`src/rtl/instruction_fetch_unit_if.sv`:
```
// Fetch <-> instruction memory / decode / execute signal bundle.
// master = fetch unit, slave = memory, decode and redirect sources.
interface instruction_fetch_unit_if;
   logic [63:0] IMemAddress;
   logic [31:0] IMemData;
   logic [31:0] Instruction;
   logic [63:0] InstrPC;
   logic        InstrValid;
   logic        InstrReady;
   logic        BranchTaken;
   logic [63:0] BranchTarget;
   logic [31:0] FetchCount;

   modport master (
      output IMemAddress, Instruction, InstrPC,
      output InstrValid, FetchCount,
      input  IMemData, InstrReady,
      input  BranchTaken, BranchTarget
   );

   modport slave (
      input  IMemAddress, Instruction, InstrPC,
      input  InstrValid, FetchCount,
      output IMemData, InstrReady,
      output BranchTaken, BranchTarget
   );
endinterface

```
`src/rtl/instruction_fetch_unit.sv`:
```
// Instruction fetch: owns the PC, waits READ_WAIT cycles on the
// combinational memory, then offers one word at a time to decode.
module instruction_fetch_unit #(
   parameter int unsigned READ_WAIT = 2,
   parameter logic [63:0] START_PC  = 64'h0
) (
   input logic CLK,
   input logic Reset,
   instruction_fetch_unit_if.master bus
);
   localparam logic [3:0] SETTLE = 4'(READ_WAIT - 1);

   logic [63:0] pc, pc_nxt;
   logic [3:0]  cnt, cnt_nxt;
   logic [31:0] instr, instr_nxt;
   logic [63:0] ipc, ipc_nxt;
   logic        vld, vld_nxt;
   logic [31:0] fcnt, fcnt_nxt;
   logic        settled;
   logic        xfer;
   logic        capture;

   always_comb begin
      settled   = (cnt == SETTLE);
      xfer      = vld & bus.InstrReady;
      capture   = settled & (~vld | bus.InstrReady)
                & ~bus.BranchTaken;
      pc_nxt    = pc;
      cnt_nxt   = cnt;
      instr_nxt = instr;
      ipc_nxt   = ipc;
      vld_nxt   = vld;
      // decode consumed the word even if a redirect lands this cycle
      fcnt_nxt  = xfer ? fcnt + 32'd1 : fcnt;
      unique case (1'b1)
         bus.BranchTaken: begin
            pc_nxt  = bus.BranchTarget & ~64'h3;
            cnt_nxt = 4'd0;
            vld_nxt = 1'b0;
         end
         capture: begin
            instr_nxt = bus.IMemData;
            ipc_nxt   = pc;
            vld_nxt   = 1'b1;
            pc_nxt    = pc + 64'd4;
            cnt_nxt   = 4'd0;
         end
         default: begin
            if (cnt < SETTLE) cnt_nxt = cnt + 4'd1;
            if (xfer) vld_nxt = 1'b0;
         end
      endcase
   end

   always_ff @(posedge CLK) begin
      if (Reset) begin
         pc    <= START_PC;
         cnt   <= 4'd0;
         instr <= 32'h0;
         ipc   <= 64'h0;
         vld   <= 1'b0;
         fcnt  <= 32'h0;
      end else begin
         pc    <= pc_nxt;
         cnt   <= cnt_nxt;
         instr <= instr_nxt;
         ipc   <= ipc_nxt;
         vld   <= vld_nxt;
         fcnt  <= fcnt_nxt;
      end
   end

   assign bus.IMemAddress = pc;
   assign bus.Instruction = instr;
   assign bus.InstrPC     = ipc;
   assign bus.InstrValid  = vld;
   assign bus.FetchCount  = fcnt;
endmodule
```
`src/flat_wrapper.sv`:
```
// flat-port wrapper written by rule: the top's interface ports become plain ports
module instruction_fetch_unit_flat 
#(
   parameter int unsigned READ_WAIT = 2,
   parameter logic [63:0] START_PC  = 64'h0
)
  (CLK, Reset, bus_IMemAddress, bus_Instruction, bus_InstrPC, bus_InstrValid, bus_FetchCount, bus_IMemData, bus_InstrReady, bus_BranchTaken, bus_BranchTarget);
  instruction_fetch_unit_if bus_i ();
  input logic CLK;
  input logic Reset;
  output wire logic [$bits(bus_i.IMemAddress)-1:0] bus_IMemAddress;
  output wire logic [$bits(bus_i.Instruction)-1:0] bus_Instruction;
  output wire logic [$bits(bus_i.InstrPC)-1:0] bus_InstrPC;
  output wire logic [$bits(bus_i.InstrValid)-1:0] bus_InstrValid;
  output wire logic [$bits(bus_i.FetchCount)-1:0] bus_FetchCount;
  input wire logic [$bits(bus_i.IMemData)-1:0] bus_IMemData;
  input wire logic [$bits(bus_i.InstrReady)-1:0] bus_InstrReady;
  input wire logic [$bits(bus_i.BranchTaken)-1:0] bus_BranchTaken;
  input wire logic [$bits(bus_i.BranchTarget)-1:0] bus_BranchTarget;
  assign bus_IMemAddress = bus_i.IMemAddress;
  assign bus_Instruction = bus_i.Instruction;
  assign bus_InstrPC = bus_i.InstrPC;
  assign bus_InstrValid = bus_i.InstrValid;
  assign bus_FetchCount = bus_i.FetchCount;
  assign bus_i.IMemData = bus_IMemData;
  assign bus_i.InstrReady = bus_InstrReady;
  assign bus_i.BranchTaken = bus_BranchTaken;
  assign bus_i.BranchTarget = bus_BranchTarget;
  instruction_fetch_unit #(.READ_WAIT(READ_WAIT), .START_PC(START_PC)) u_core (.CLK(CLK), .Reset(Reset), .bus(bus_i));
endmodule
```
`config.mk`:
```
export PLATFORM = sky130hd
export DESIGN_NAME = instruction_fetch_unit_flat
export DESIGN_NICKNAME = d
export VERILOG_FILES = /design/src/rtl/instruction_fetch_unit_if.sv /design/src/rtl/instruction_fetch_unit.sv /design/src/flat_wrapper.sv
export SDC_FILE = /design/constraint.sdc
export NUM_CORES = 1
export LEC_CHECK = 0
export ABC_AREA = 1
export CORE_MARGIN = 1
export CORE_UTILIZATION = 50
export DETAILED_ROUTE_END_ITERATION = 8
export GPL_TIMING_DRIVEN = 0
export PLACE_DENSITY = 0.9
export REMOVE_ABC_BUFFERS = 1
export SLEW_MARGIN = 0
export SYNTH_ARGS = -nofsm -noshare
export SYNTH_HDL_FRONTEND = slang
export SYNTH_SLANG_ARGS = --single-unit
export TNS_END_PERCENT = 50
```
`constraint.sdc`:
```
create_clock -name CLK -period 3.6 [get_ports CLK]
set_clock_uncertainty 0.1 [all_clocks]
set_input_delay 0.72 -clock CLK [delete_from_list [all_inputs] [get_ports CLK]]
set_output_delay 0.72 -clock CLK [all_outputs]
set_load 0.02 [all_outputs]
```
==> flow_summary.rst <==
.. list-table::
   :header-rows: 1

   * - Metric
     - Value
   * - Status
     - finished, final reports clean
   * - Clk Latency, worst-skew pair
     - 0.44 ns
   * - Layout area overhead
     - 35.95%
   * - Crit path cell chain
     - clkdlybuf4s15_2, inv_2, nand2_4, inv_1, nor2_4, inv_1, nor2_1, o211ai_1, o21ai_0
   * - Hold EP
     - u_core.bus.InstrPC[37]$_SDFFE_PP0P_
   * - Initial core utilization
     - 0.5153
   * - Period utilisation layout
     - 0.9374
   * - Number of nets with antenna violations after routing
     - 0
   * - Peak supply drop
     - 0.3420 mV
   * - Final hold violation count
     - 0
   * - Maximum number of pins on one net before global-route repair
     - 84
   * - Number of enable flip-flop cells after synthesis
     - 0
   * - Ratio of routed vias to standard cells
     - 5.497
   * - Static Leak
     - 5.203 nW
   * - Inst Count DP
     - 2041
   * - Largest driver fanout on the critical path
     - 55
   * - Area share of the leading cell type in the synthesized netlist
     - 0.3815
   * - Reg2Reg Capture Point
     - u_core.bus.IMemAddress[9]$_SDFFE_PP0P_
   * - Max stage delay cell, worst path
     - clkdlybuf4s15_2
   * - Area of the core region
     - 19650 um2
   * - Crit-path most repeated cell
     - inv_1
   * - Number of H-tree levels
     - 4
   * - Floorplan die area
     - 20830 um2
   * - First DRT Iteration DRCs
     - 1008
   * - Number of synthesized register bits
     - 193
   * - R2r worst-path depth
     - 9
   * - Top-level port count
     - 293
   * - Proportion of layout cells with a drive suffix above 1
     - 0.05199
   * - Post-cts hold buffer count
     - 0
   * - Maximum Capacitance Violations
     - 0
   * - Buffers on Ports
     - 286
   * - Worst Setup Slack post-DPL
     - -0.7906 ns
   * - Cell count after synthesis
     - 1546
   * - Cell types with the largest area share after synthesis
     - dfxtp_1, nand2_1, nor2_1
   * - Mean area per synthesized cell
     - 6.551 um2
   * - Max Buffers Root-to-Sink
     - 2
   * - Largest stage delay on the critical path
     - 0.58 ns
   * - GRT met1 Usage
     - 0.3981
   * - Setup slack of the critical path after layout
     - 0.2254 ns
   * - Tightest slew margin relative to the limit
     - 0.5400
   * - Most area-hungry cell type in the Yosys netlist
     - dfxtp_1
   * - Sort of element at the end of the critical path
     - flip-flop
   * - Wire length of the first global-routing pass
     - 52330 um
   * - Proportion of synthesized chip area in sequential cells
     - 0.3815
   * - Total of endpoints with negative setup slack in the final report
     - 0
   * - Inserted Clock Buffers
     - 17
   * - Async set or reset register ratio after synthesis
     - 0
   * - Shortest period the worst path allows
     - 3.375 ns
   * - Met3 routing resource usage after global routing
     - 0.07715
   * - Count of pins over their slew limit
     - 0
   * - Number of cells on the worst hold path
     - 2
   * - Vias after detailed routing
     - 11400
   * - Cell area after layout
     - 13770 um2
   * - Startpoint type of the worst setup path
     - input port
   * - Startpoint of the worst hold path
     - u_core.bus.InstrPC[37]$_SDFFE_PP0P_
   * - Launching point of the worst reg2reg path
     - u_core.cnt[0]$_SDFFE_PP0N_
   * - Overall global routing resource usage
     - 0.3228
   * - Cell family with the largest share of critical-path delay
     - buffers and inverters
   * - Arrival time at the worst endpoint
     - 3.63 ns
   * - Met2 routing resource usage after global routing
     - 0.5253
   * - Post-Syn Area
     - 10130 um2
   * - Final weighted congestion in routability-driven placement
     - 0.9604
   * - Buffers plus inverters on the worst setup path
     - 4
   * - Leading register cell type out of synthesis
     - dfxtp_1
   * - Number of global-route vias before repair
     - 10380
   * - Number of nets in the finished design
     - 1900
   * - Post-place instance area
     - 13200 um2
   * - Most Used Layer, Global Route
     - met2
   * - Max Fclk
     - 0.2963 GHz
   * - CTS tree
     - built
   * - Remaining global-route overflow
     - 0
   * - Worst Setup Path Type
     - input port to flip-flop
   * - Number of sinks handled by clock tree synthesis
     - 193
   * - Die height
     - 144.3 um
   * - Number of iterations in the first detailed-routing pass
     - 6
   * - Die Wd
     - 144.3 um
   * - DRC violation count after routing
     - 0
   * - Yosys warning total
     - 0
   * - Class of the most critical hold timing path
     - flip-flop to flip-flop
   * - Number of rows created at floorplan
     - 51
   * - Cell Count, Final, Fillers Out
     - 2073
   * - Antenna diode count
     - 0
   * - Initial antenna violation count
     - 0
   * - Detailed-placement wirelength estimate
     - 24560 um
   * - Required time of the critical path
     - 3.86 ns
   * - Unrepaired setup endpoints after global routing
     - false
   * - Slew @ Worst Pin
     - 0.6890 ns
   * - Root cell of the clock tree
     - clkbuf_16
   * - Detail-routed net length per standard cell
     - 16.32 um
   * - Reg2reg setup slack
     - 0.77 ns
   * - Routed Wire Length
     - 33820 um
   * - Power per Cell Area
     - 388.4 nW/um2
   * - Number of distinct library cells after synthesis
     - 45
   * - Count of fill cells added during filler insertion
     - 1672
   * - Clock Pin Slew Worst Setup and Hold Paths
     - 0.07 ns
## cell usage after synthesis (4+ instances only)
master	instances
a211oi_1	8
a21oi_1	42
buf_2	23
buf_4	11
clkbuf_1	31
dfxtp_1	193
ha_1	5
inv_1	116
nand2_1	371
nand2_2	6
nand3_1	81
nand3_2	5
nand3b_1	8
nand4_1	19
nor2_1	342
nor2_2	10
nor2_4	14
nor3_1	18
o2111ai_1	5
o211a_1	20
o211ai_1	5
o21ai_0	139
o21ai_1	17
o21bai_1	7
or2_0	8
or2_2	6
xnor2_1	4
xor2_1	6
## report_power, final
group	switching [W]	leakage, nW	internal [W]
clock network	0.000903	0.280	0.000987
registers	0.000152	1.58	0.00227
logic	0.000569	3.35	0.000468
total	0.00163	5.20	0.00372
## cell type report
type                       count  area, um2  share of cell area
clock buffer                  19      442.9             0.03217
clock inverter                13      125.1            0.009087
inverter                     117      441.7             0.03208
multi-input combinational   1172       5515              0.4005
sequential                   193       3864              0.2806
tap                          265      331.6             0.02408
timing repair buffer         294       3049              0.2214
## placed cells by master (no fill, tap or decap), drive strengths merged, types with 6 or more instances in the layout
master,count
nand2,379
nor2,366
clkdlybuf4s50,284
dfxtp,193
o21ai,157
inv,122
nand3,87
a21oi,42
o211a,20
nand4,20
nor3,19
clkbuf,19
or2,17
a211oi,11
nand3b,9
buf,9
o21bai,7
xor2,6
clkinv,6
## worst reg2reg max path: cells and delay by family, from the launching register on
family | cells | cell delay (ns)
simple gates | 4 | 1.34
flops | 1 | 0.43
fa+ha+maj | 1 | 0.32
buf+inv | 2 | 0.39
compound gates | 2 | 0.17
## metal layers
layer  vias to the layer above  wire, um  share of wire
met5                         -         0              0
met4                         0      1401          0.041
met3                       104      3211          0.095
li1                       5490         -              -
met2                       581     15720           0.46
met1                      5221     13480           0.40
## cell families after synthesis
logic type | count (synthesis) | synth area share
DFF | 193 | 0.3815
AOI/OAI and AO/OA | 253 | 0.1456
xor gates and xnor gates | 10 | 0.008647
adders and majority gates | 5 | 0.006177
buffers and inverters | 184 | 0.07511
and+or+nand+nor | 900 | 0.3826
other | 1 | 0.0003702
## per-stage QoR
stage               TNS (ns)  utilization  hold WS [ns]  power [W]
floorplan                  0            -        0.3563   0.002939
global placement     -415.80       0.6621        0.3529   0.003449
detailed placement    -43.28       0.6716        0.3547   0.003489
CTS                        0       0.7006        0.3654   0.005342
global route               0       0.7006        0.3810   0.005537
finish                     0       0.7006        0.3637   0.005348
## how the worst max path moves through the flow
stage / to / startpoint / cells after the start
after floorplan: u_core.bus.IMemAddress[9]$_SDFFE_PP0P_ / bus_InstrReady / 7
after global placement: u_core.bus.InstrPC[52]$_SDFFE_PP0P_ / Reset / 4
after detailed placement: u_core.bus.IMemAddress[9]$_SDFFE_PP0P_ / bus_BranchTaken / 9
after CTS: u_core.bus.IMemAddress[9]$_SDFFE_PP0P_ / bus_BranchTaken / 9
after global routing: u_core.bus.IMemAddress[9]$_SDFFE_PP0P_ / bus_BranchTaken / 9
final: u_core.bus.IMemAddress[9]$_SDFFE_PP0P_ / bus_BranchTaken / 9
## sequential cells by signal (all words and copies together) (netlist names)
name,cells
u_core.bus.IMemAddress,62
u_core.bus.InstrPC,62
u_core.bus.FetchCount,32
u_core.bus.Instruction,32
u_core.cnt,4
u_core.bus.InstrValid,1
## timing repair
| action | in CTS | in global routing |
|---|---|---|
| setup endpoints to repair | 50 | 0 |
| gates resized for setup | 3 | 0 |
| buffers inserted | 0 | 0 |
No activity file was read; power rests on OpenSTA's default activity.
